$ cat src/rtl/id_bpred.sv
// Decode-stage dynamic branch predictor: PC-indexed 2-bit counters, trained from EX.
// Optional return-address stack for jalr returns is compiled in with `define BPRED_RAS_EN.
module id_bpred #(
  parameter int         IDX_BITS  = 6,
  parameter logic [1:0] INIT_CTR  = 2'b01,
  parameter int         RAS_DEPTH = 4
) (
  input  logic        clk,
  input  logic        rst,
  input  logic        id_valid,
  input  logic        id_stall,
  input  logic        ex_flush,
  input  logic [31:0] id_pc,
  input  logic [31:0] id_inst,
  input  logic [31:0] id_imm,
  input  logic        upd_valid,
  input  logic [31:0] upd_pc,
  input  logic        upd_taken,
  output logic        id_pred_taken,
  output logic [31:0] id_pred_target,
  output logic        ex_pred_taken,
  output logic        busy
);

  localparam int ENTRIES = 1 << IDX_BITS;

  typedef enum logic {ST_INIT, ST_RUN} state_t;

  state_t              state, state_nxt;
  logic [IDX_BITS-1:0] sweep_ptr;
  logic                sweep_we;
  logic                run;
  logic [1:0]          ctr_tbl [ENTRIES];

  logic [IDX_BITS-1:0] upd_idx, id_idx;
  logic                upd_en;
  logic [1:0]          upd_old, upd_new, id_ctr;
  logic [6:0]          opcode;
  logic                is_br, is_jal;
  logic                ras_hit;
  logic [31:0]         ras_target;
  logic                unused_bits;

  if (RAS_DEPTH < 2 || (RAS_DEPTH & (RAS_DEPTH - 1)) != 0) begin : g_bad_ras_depth
    $error("id_bpred: RAS_DEPTH must be a power of 2 and at least 2");
  end

  always_ff @(posedge clk) begin
    if (rst) state <= ST_INIT;
    else     state <= state_nxt;
  end

  always_comb begin
    state_nxt = state;
    if (state == ST_INIT && sweep_ptr == {IDX_BITS{1'b1}}) state_nxt = ST_RUN;
  end

  always_comb begin
    busy     = (state == ST_INIT);
    sweep_we = (state == ST_INIT) & ~rst;
    run      = (state == ST_RUN) & ~rst;
  end

  always_ff @(posedge clk) begin
    if (rst)           sweep_ptr <= '0;
    else if (sweep_we) sweep_ptr <= sweep_ptr + IDX_BITS'(1);
  end

  // Training only happens once the sweep is done; the sweep owns the write port while busy.
  assign upd_en  = run & upd_valid;
  assign upd_idx = upd_pc[IDX_BITS+1:2];
  assign upd_old = ctr_tbl[upd_idx];

  always_comb begin
    upd_new = upd_old;
    if (upd_taken) begin
      if (upd_old != 2'd3) upd_new = upd_old + 2'd1;
    end else begin
      if (upd_old != 2'd0) upd_new = upd_old - 2'd1;
    end
  end

  always_ff @(posedge clk) begin
    if (sweep_we)    ctr_tbl[sweep_ptr] <= INIT_CTR;
    else if (upd_en) ctr_tbl[upd_idx]   <= upd_new;
  end

  // Write-first bypass so a same-cycle update of the ID index is seen by the prediction.
  assign id_idx = id_pc[IDX_BITS+1:2];
  assign id_ctr = (upd_en && upd_idx == id_idx) ? upd_new : ctr_tbl[id_idx];

  assign opcode = id_inst[6:0];
  assign is_br  = (opcode == 7'b1100011);
  assign is_jal = (opcode == 7'b1101111);

  assign id_pred_taken  = (run & id_valid & ((is_br & id_ctr[1]) | is_jal)) | ras_hit;
  assign id_pred_target = ras_hit ? ras_target : (id_pc + id_imm);

  always_ff @(posedge clk) begin
    if (rst | ex_flush) ex_pred_taken <= 1'b0;
    else if (~id_stall) ex_pred_taken <= id_pred_taken;
  end

`ifdef BPRED_RAS_EN
  localparam int RP = $clog2(RAS_DEPTH);

  logic [31:0] ras_mem [RAS_DEPTH];
  logic [RP-1:0] ras_tos, ras_tos_nxt, ras_wr_ptr;
  logic [RP:0]   ras_cnt, ras_cnt_nxt;
  logic [4:0]    rd, rs1;
  logic          rd_link, rs1_link, is_jalr, is_ret, fire;
  logic          ras_push, ras_pop_ok, ras_wr_en;

  assign rd       = id_inst[11:7];
  assign rs1      = id_inst[19:15];
  assign rd_link  = (rd == 5'd1) || (rd == 5'd5);
  assign rs1_link = (rs1 == 5'd1) || (rs1 == 5'd5);
  assign is_jalr  = (opcode == 7'b1100111);
  assign is_ret   = is_jalr & rs1_link & (~rd_link | (rd != rs1));
  assign fire     = id_valid & ~id_stall & ~ex_flush;

  assign ras_push   = run & fire & (is_jal | is_jalr) & rd_link;
  assign ras_pop_ok = run & fire & is_ret & (ras_cnt != '0);
  assign ras_hit    = run & id_valid & is_ret & (ras_cnt != '0);
  assign ras_target = {ras_mem[ras_tos][31:1], 1'b0};

  // A pop followed by a push lands in the slot just vacated, so the pointer stays put.
  always_comb begin
    ras_tos_nxt = ras_tos;
    ras_cnt_nxt = ras_cnt;
    ras_wr_en   = 1'b0;
    ras_wr_ptr  = ras_tos;
    if (ras_push && ras_pop_ok) begin
      ras_wr_en = 1'b1;
    end else if (ras_push) begin
      ras_tos_nxt = ras_tos + RP'(1);
      ras_wr_ptr  = ras_tos + RP'(1);
      ras_wr_en   = 1'b1;
      if (ras_cnt != (RP+1)'(RAS_DEPTH)) ras_cnt_nxt = ras_cnt + (RP+1)'(1);
    end else if (ras_pop_ok) begin
      ras_tos_nxt = ras_tos - RP'(1);
      ras_cnt_nxt = ras_cnt - (RP+1)'(1);
    end
  end

  always_ff @(posedge clk) begin
    if (rst) begin
      ras_tos <= '0;
      ras_cnt <= '0;
    end else begin
      ras_tos <= ras_tos_nxt;
      ras_cnt <= ras_cnt_nxt;
    end
  end

  always_ff @(posedge clk) begin
    if (ras_wr_en) ras_mem[ras_wr_ptr] <= id_pc + 32'd4;
  end
`else
  assign ras_hit    = 1'b0;
  assign ras_target = 32'd0;
`endif

  assign unused_bits = ^{id_inst, id_pc, upd_pc};

endmodule

$ cat config.mk
export PLATFORM = sky130hd
export DESIGN_NAME = id_bpred
export DESIGN_NICKNAME = d
export VERILOG_FILES = /design/src/rtl/id_bpred.sv
export SDC_FILE = /design/constraint.sdc
export NUM_CORES = 1
export LEC_CHECK = 0
export CAP_MARGIN = 20
export CORE_MARGIN = 2
export CORE_UTILIZATION = 47
export DETAILED_ROUTE_END_ITERATION = 10
export HOLD_SLACK_MARGIN = 0.03
export PLACE_DENSITY = 0.77
export SYNTH_ARGS = -nofsm -noshare
export SYNTH_HDL_FRONTEND = slang
export SYNTH_SLANG_ARGS = --single-unit
$ cat constraint.sdc
create_clock -name clk -period 3.2 [get_ports clk]
set_input_delay 0.48 -clock clk [delete_from_list [all_inputs] [get_ports clk]]
set_output_delay 0.48 -clock clk [all_outputs]
set_load 0.01 [all_outputs]
# Yosys cells after proc, flatten, opt, wreduce, memory -nomap -nowiden
# Memories as Yosys holds them, arrays and structs flattened.
# Index checks and enable logic that the tools add are counted.
# W data, S select, Z words.
# op_classes
addsub	4
n_eq_ne	5
mux	12
bitwise_logic	10
n_reduce_logical	4
# op_table
cell	count
$add A32 B32 Y32	1
$eq A7 B7 Y1 const B	2
$mux W2	5
$add A6 B1 Y6 const B	1
$and A1 B1 Y1	6
$eq A6 B6 Y1	1
$eq A6 B6 Y1 const B	1
$mux W1	6
$mux W6	1
$add A2 B1 Y2 const B	1
$logic_and A1 B1 Y1	2
$ne A2 B2 Y1 const B	1
$not A1 Y1	2
$or A1 B1 Y1	2
$reduce_bool A2 Y1	1
$reduce_or A2 Y1	1
$sub A2 B1 Y2 const B	1
# totals
reg_bits	8
ramBits	128
input_bits	135
wordCells	39
n_memories	1
# mem_list
memory	words	width	rd	rd_clocked_by_memory_dff	write_ports	line	rtl
ctr_tbl	64	2	2	0	1	33	logic [1:0] ctr_tbl [ENTRIES];

# Depth between registers and ports, before layout
# logic_depth
depth_word	8
mapped_depth	12
depth_no_buf	11

# Least setup slack after synthesis
# No wires, ideal clock.
# synth_timing
path_kind	input port to output port
start	input port id_pc[0]
end	output port id_pred_target[30]
arrival_ns	2.851
path_slack_ns	-0.131
path_stages	11
path_cell_list	ha_1 fa_1 a21o_1 nand2_1 o21ai_0 a31o_2 a41o_1 a211oi_1 nor3_1 a211oi_1 xnor2_1
# synth_between
elab_chain_len	1
# synth_lines
item	line	rtl
start, declared	13	input logic [31:0] id_pc,
$add A32 B32 Y32	97	assign id_pred_target = ras_hit ? ras_target : (id_pc + id_imm);
end, declared	20	output logic [31:0] id_pred_target,
# No other way between the ends.

==> results.py <==
metrics = {
    "logic_synthesis": {
        "synth_top_area_share_pct": 47.7,
        "synth_area_sq_mm": 0.00806,
        "netlist_top_cells_count": "edfxtp_1, nor2_1, nand2_1, mux4_2, ha_1",
        "synthFlopType": "edfxtp_1",
        "async_flop_share_pct": 0,
        "netlist_instances": 630,
        "synth_top_cell_by_area": "edfxtp_1",
        "netlist-cell-type-count": 62,
        "yosys_warnings": 0,
        "ys_seq_elements": 136,
        "yosysMostFrequentCell": "edfxtp_1",
        "synth_edf_count": 128,
        "syn_avg_cell_area_sq_um": 12.8,
        "synth_area_leaders": "edfxtp_1, mux4_2, ha_1",
        "ys_seq_area_share_pct": 49.7,
        "syn-num-nets": 798,
    },
    "setup_path": {
        "crit_start": "ctr_tbl[33][1]",
        "worst_setup_path_start_kind": "flip-flop",
        "endpoint": "id_pred_taken",
        "setup.worst_path.end_class": "output port",
        "crit_fanout": 2,
        "r2r-end": "ex_pred_taken",
        "cp.arrival_ns": 2.91,
        "required_ns": 2.72,
        "critical_path_class": "reg -> out",
        "reg2reg_depth": 12,
        "r2r_start": "ctr_tbl[14][1]",
        "regToRegSetupSlack_ns": 0.24,
    },
    "pwr": {
        "seqPwrFrac_pct": 38.9,
        "swShare_pct": 27.2,
        "power.leakage_nw": 4.69,
        "p_int_mw": 3.62,
        "total_power_mw": 4.97,
        "peakVddDrop_v": 0.000487,
        "p_comb_share_pct": 23.5,
        "pwr-share-clk_pct": 37.7,
        "p_switching_mw": 1.35,
        "p_per_area_mw_per_mm2": 430,
    },
    "layout": {
        "nNetsFinal": 1047,
        "drive_gt1_share_pct": 36.8,
        "n_fill_cell": 1043,
        "syn2layout_area_growth_pct": 43.5,
        "seq_area_sq_mm": 0.00400,
        "multi_input_area_sq_mm": 0.00436,
    },
    "detailed_routing": {
        "ant_nets": 0,
        "drc": 0,
        "detailedRoute.firstIterationViolations": 867,
        "vias": 6824,
        "avgRoutedWirePerCell_um": 23.8,
        "wirelength_um": 26500,
        "avgViaCountPerCell": 6.13,
        "dr.pass1.iters": 7,
    },
    "sta": {
        "slew_headroom_pct": 55.5,
        "finalMaxSlewViolations": 0,
        "final.setup.worst_slack_ns": -0.186,
        "clock_skew_ns": 0.0126,
        "fmax_ghz": 0.295,
        "setup_viol": 6,
        "setup_tns_ns": -0.467,
        "hold_viol": 0,
        "holdWs_ns": 0.481,
        "min_period_ns": 3.39,
        "rsz0062_at_grt": "true",
        "fin_crit_sh_pct": 106,
        "worst_pin_slew_ns": 0.662,
    },
    "global_route": {
        "grt_pass1_wl_um": 38200,
        "grt_max_degree": 45,
        "antenna_found_initial": 0,
        "grt_pass1_vias": 6867,
        "track_usage_pct": 28.2,
        "grt_overflow": 0,
    },
    "clock_network": {
        "cts_max_path_buffers": 2,
        "clock-root-buffer": "clkbuf_16",
        "cts_tree": "built",
        "h-tree-depth": 4,
        "cts_made_buffers": 17,
        "worstSkewPairLatency_ns": 0.42,
        "clock-sinks": 136,
        "cts_hold_buf": 0,
        "cts.reportedPaths.clkPinSlew_ns": 0.06,
    },
    "placement": {
        "gp_congestion": 0.905,
        "portBuffers": 118,
        "place_worst_setup_slack_ns": -1.13,
        "dpl.hpwl_um": 16700,
    },
    "min_path": {
        "hp-class": "reg -> reg",
    },
    "die": {
        "rows": 47,
        "initial_core_util_pct": 48.4,
        "fp.dieH_um": 135,
        "die_w_um": 135,
        "dieArea_sq_mm": 0.0182,
        "ios": 170,
        "core-area_sq_mm": 0.0166,
    },
    "flow_run": {
        "cap_violations": 0,
    },
    "outcome": {
        "status": "complete, but fails checks",
        "failed_checks": "negative setup slack",
    },
}
## kinds of logic (layout without fill, tap and decap cells)
kind of cell / after synthesis / after routing / synth area share (%)
compound gates: 115 / 115 / 9.16
fa+ha+maj: 34 / 34 / 5.34
xor+xnor: 37 / 37 / 4.02
simple gates: 204 / 204 / 11.6
buf+inv: 37 / 299 / 2.83
other cells: 0 / 1 / 0
mux: 67 / 67 / 17.4
flops: 136 / 136 / 49.7
## metal layers
metal	vias to the layer above	GRT usage [%]	wire length, um
met5	-	0	0
met4	0	11.1	1010
met3	90	8.48	3160
met2	494	47.5	13000
met1	3289	34.2	9370
li1	2951	-	-
## area by class of cell
cell class	instances	area share, %
inverters	11	0.357
well taps	220	2.38
clock inverters	14	1.22
flip-flops and latches	136	34.6
multi-input cells	457	37.7
repair buffers	256	20.0
diodes	1	0.0217
clock buffers	18	3.71
## power by group through the flow
stage | Sequential (mW) | Clock [mW] | Combinational (mW)
after floorplan | 1.97 | 0 | 0.460
final | 1.93 | 1.87 | 1.17
after detailed placement | 1.97 | 0 | 0.983
after CTS | 1.93 | 1.88 | 1.07
after global placement | 1.97 | 0 | 0.961
after global routing | 1.93 | 1.95 | 1.22
## state kept, by name, indices dropped and copies added, names as in the netlist
| register | cells |
|---|---|
| sweep_ptr | 6 |
| state | 1 |
| ctr_tbl | 128 |
| ex_pred_taken | 1 |
## cells in the final DEF, fill, tap and decap left out, types with 7 or more instances in the layout
cell | netlist | final
xor2_1 | 12 | 12
a21oi_1 | 29 | 19
edfxtp_1 | 128 | 128
a21oi_2 | 0 | 9
mux4_1 | 14 | 13
dlygate4sd2_1 | 0 | 19
mux2i_1 | 13 | 11
o21ai_0 | 23 | 12
inv_1 | 11 | 11
buf_6 | 3 | 7
buf_4 | 6 | 120
nand2_1 | 49 | 44
nand2b_1 | 8 | 7
buf_2 | 6 | 17
clkbuf_16 | 0 | 18
mux4_2 | 40 | 41
o21ai_1 | 2 | 7
ha_4 | 0 | 19
clkdlybuf4s50_1 | 0 | 55
nor2_1 | 93 | 89
buf_12 | 2 | 10
nand3_1 | 17 | 15
clkbuf_2 | 0 | 14
ha_1 | 32 | 13
a21o_1 | 15 | 15
dfxtp_1 | 8 | 8
xnor2_1 | 25 | 24
## stage by stage
| stage | std cells | util (%) | cell area, sq um |
|---|---|---|---|
| floorplan | 630 | - | 8070 |
| global placement | 1042 | 61.2 | 10200 |
| detailed placement | 1042 | 61.2 | 10200 |
| CTS | 1105 | 68.3 | 11400 |
| global route | 1112 | 69.4 | 11600 |
| finish | 1113 | 69.4 | 11600 |
## how the worst min path moves through the flow
stage	start	end	slack, ns	depth (start not counted)
after floorplan	sweep_ptr[5]	sweep_ptr[5]	0.48	2
after global placement	ex_pred_taken	ex_pred_taken	0.46	2
after detailed placement	ex_pred_taken	ex_pred_taken	0.48	2
after CTS	ex_pred_taken	ex_pred_taken	0.49	2
after global routing	ex_pred_taken	ex_pred_taken	0.50	2
final	ex_pred_taken	ex_pred_taken	0.48	2
## critical path, stage by stage (launching register included)
cell and delay (ns):
edfxtp_1 0.42, mux4_2 0.49, mux4_2 0.53, mux4_2 0.49
nand3b_1 0.11, nand2_2 0.07, a31oi_4 0.17, nor3_1 0.07
buf_2 0.14
## timing repair
| action | 4_1_cts | 5_1_grt |
|---|---|---|
| cloned | 4 | 1 |
| resized for setup | 200 | 77 |
| setup buffers | 28 | 6 |
| pin swaps | 44 | 35 |
| endpoints found under the setup margin | 28 | 25 |
Power figures use the tool's default switching activity.
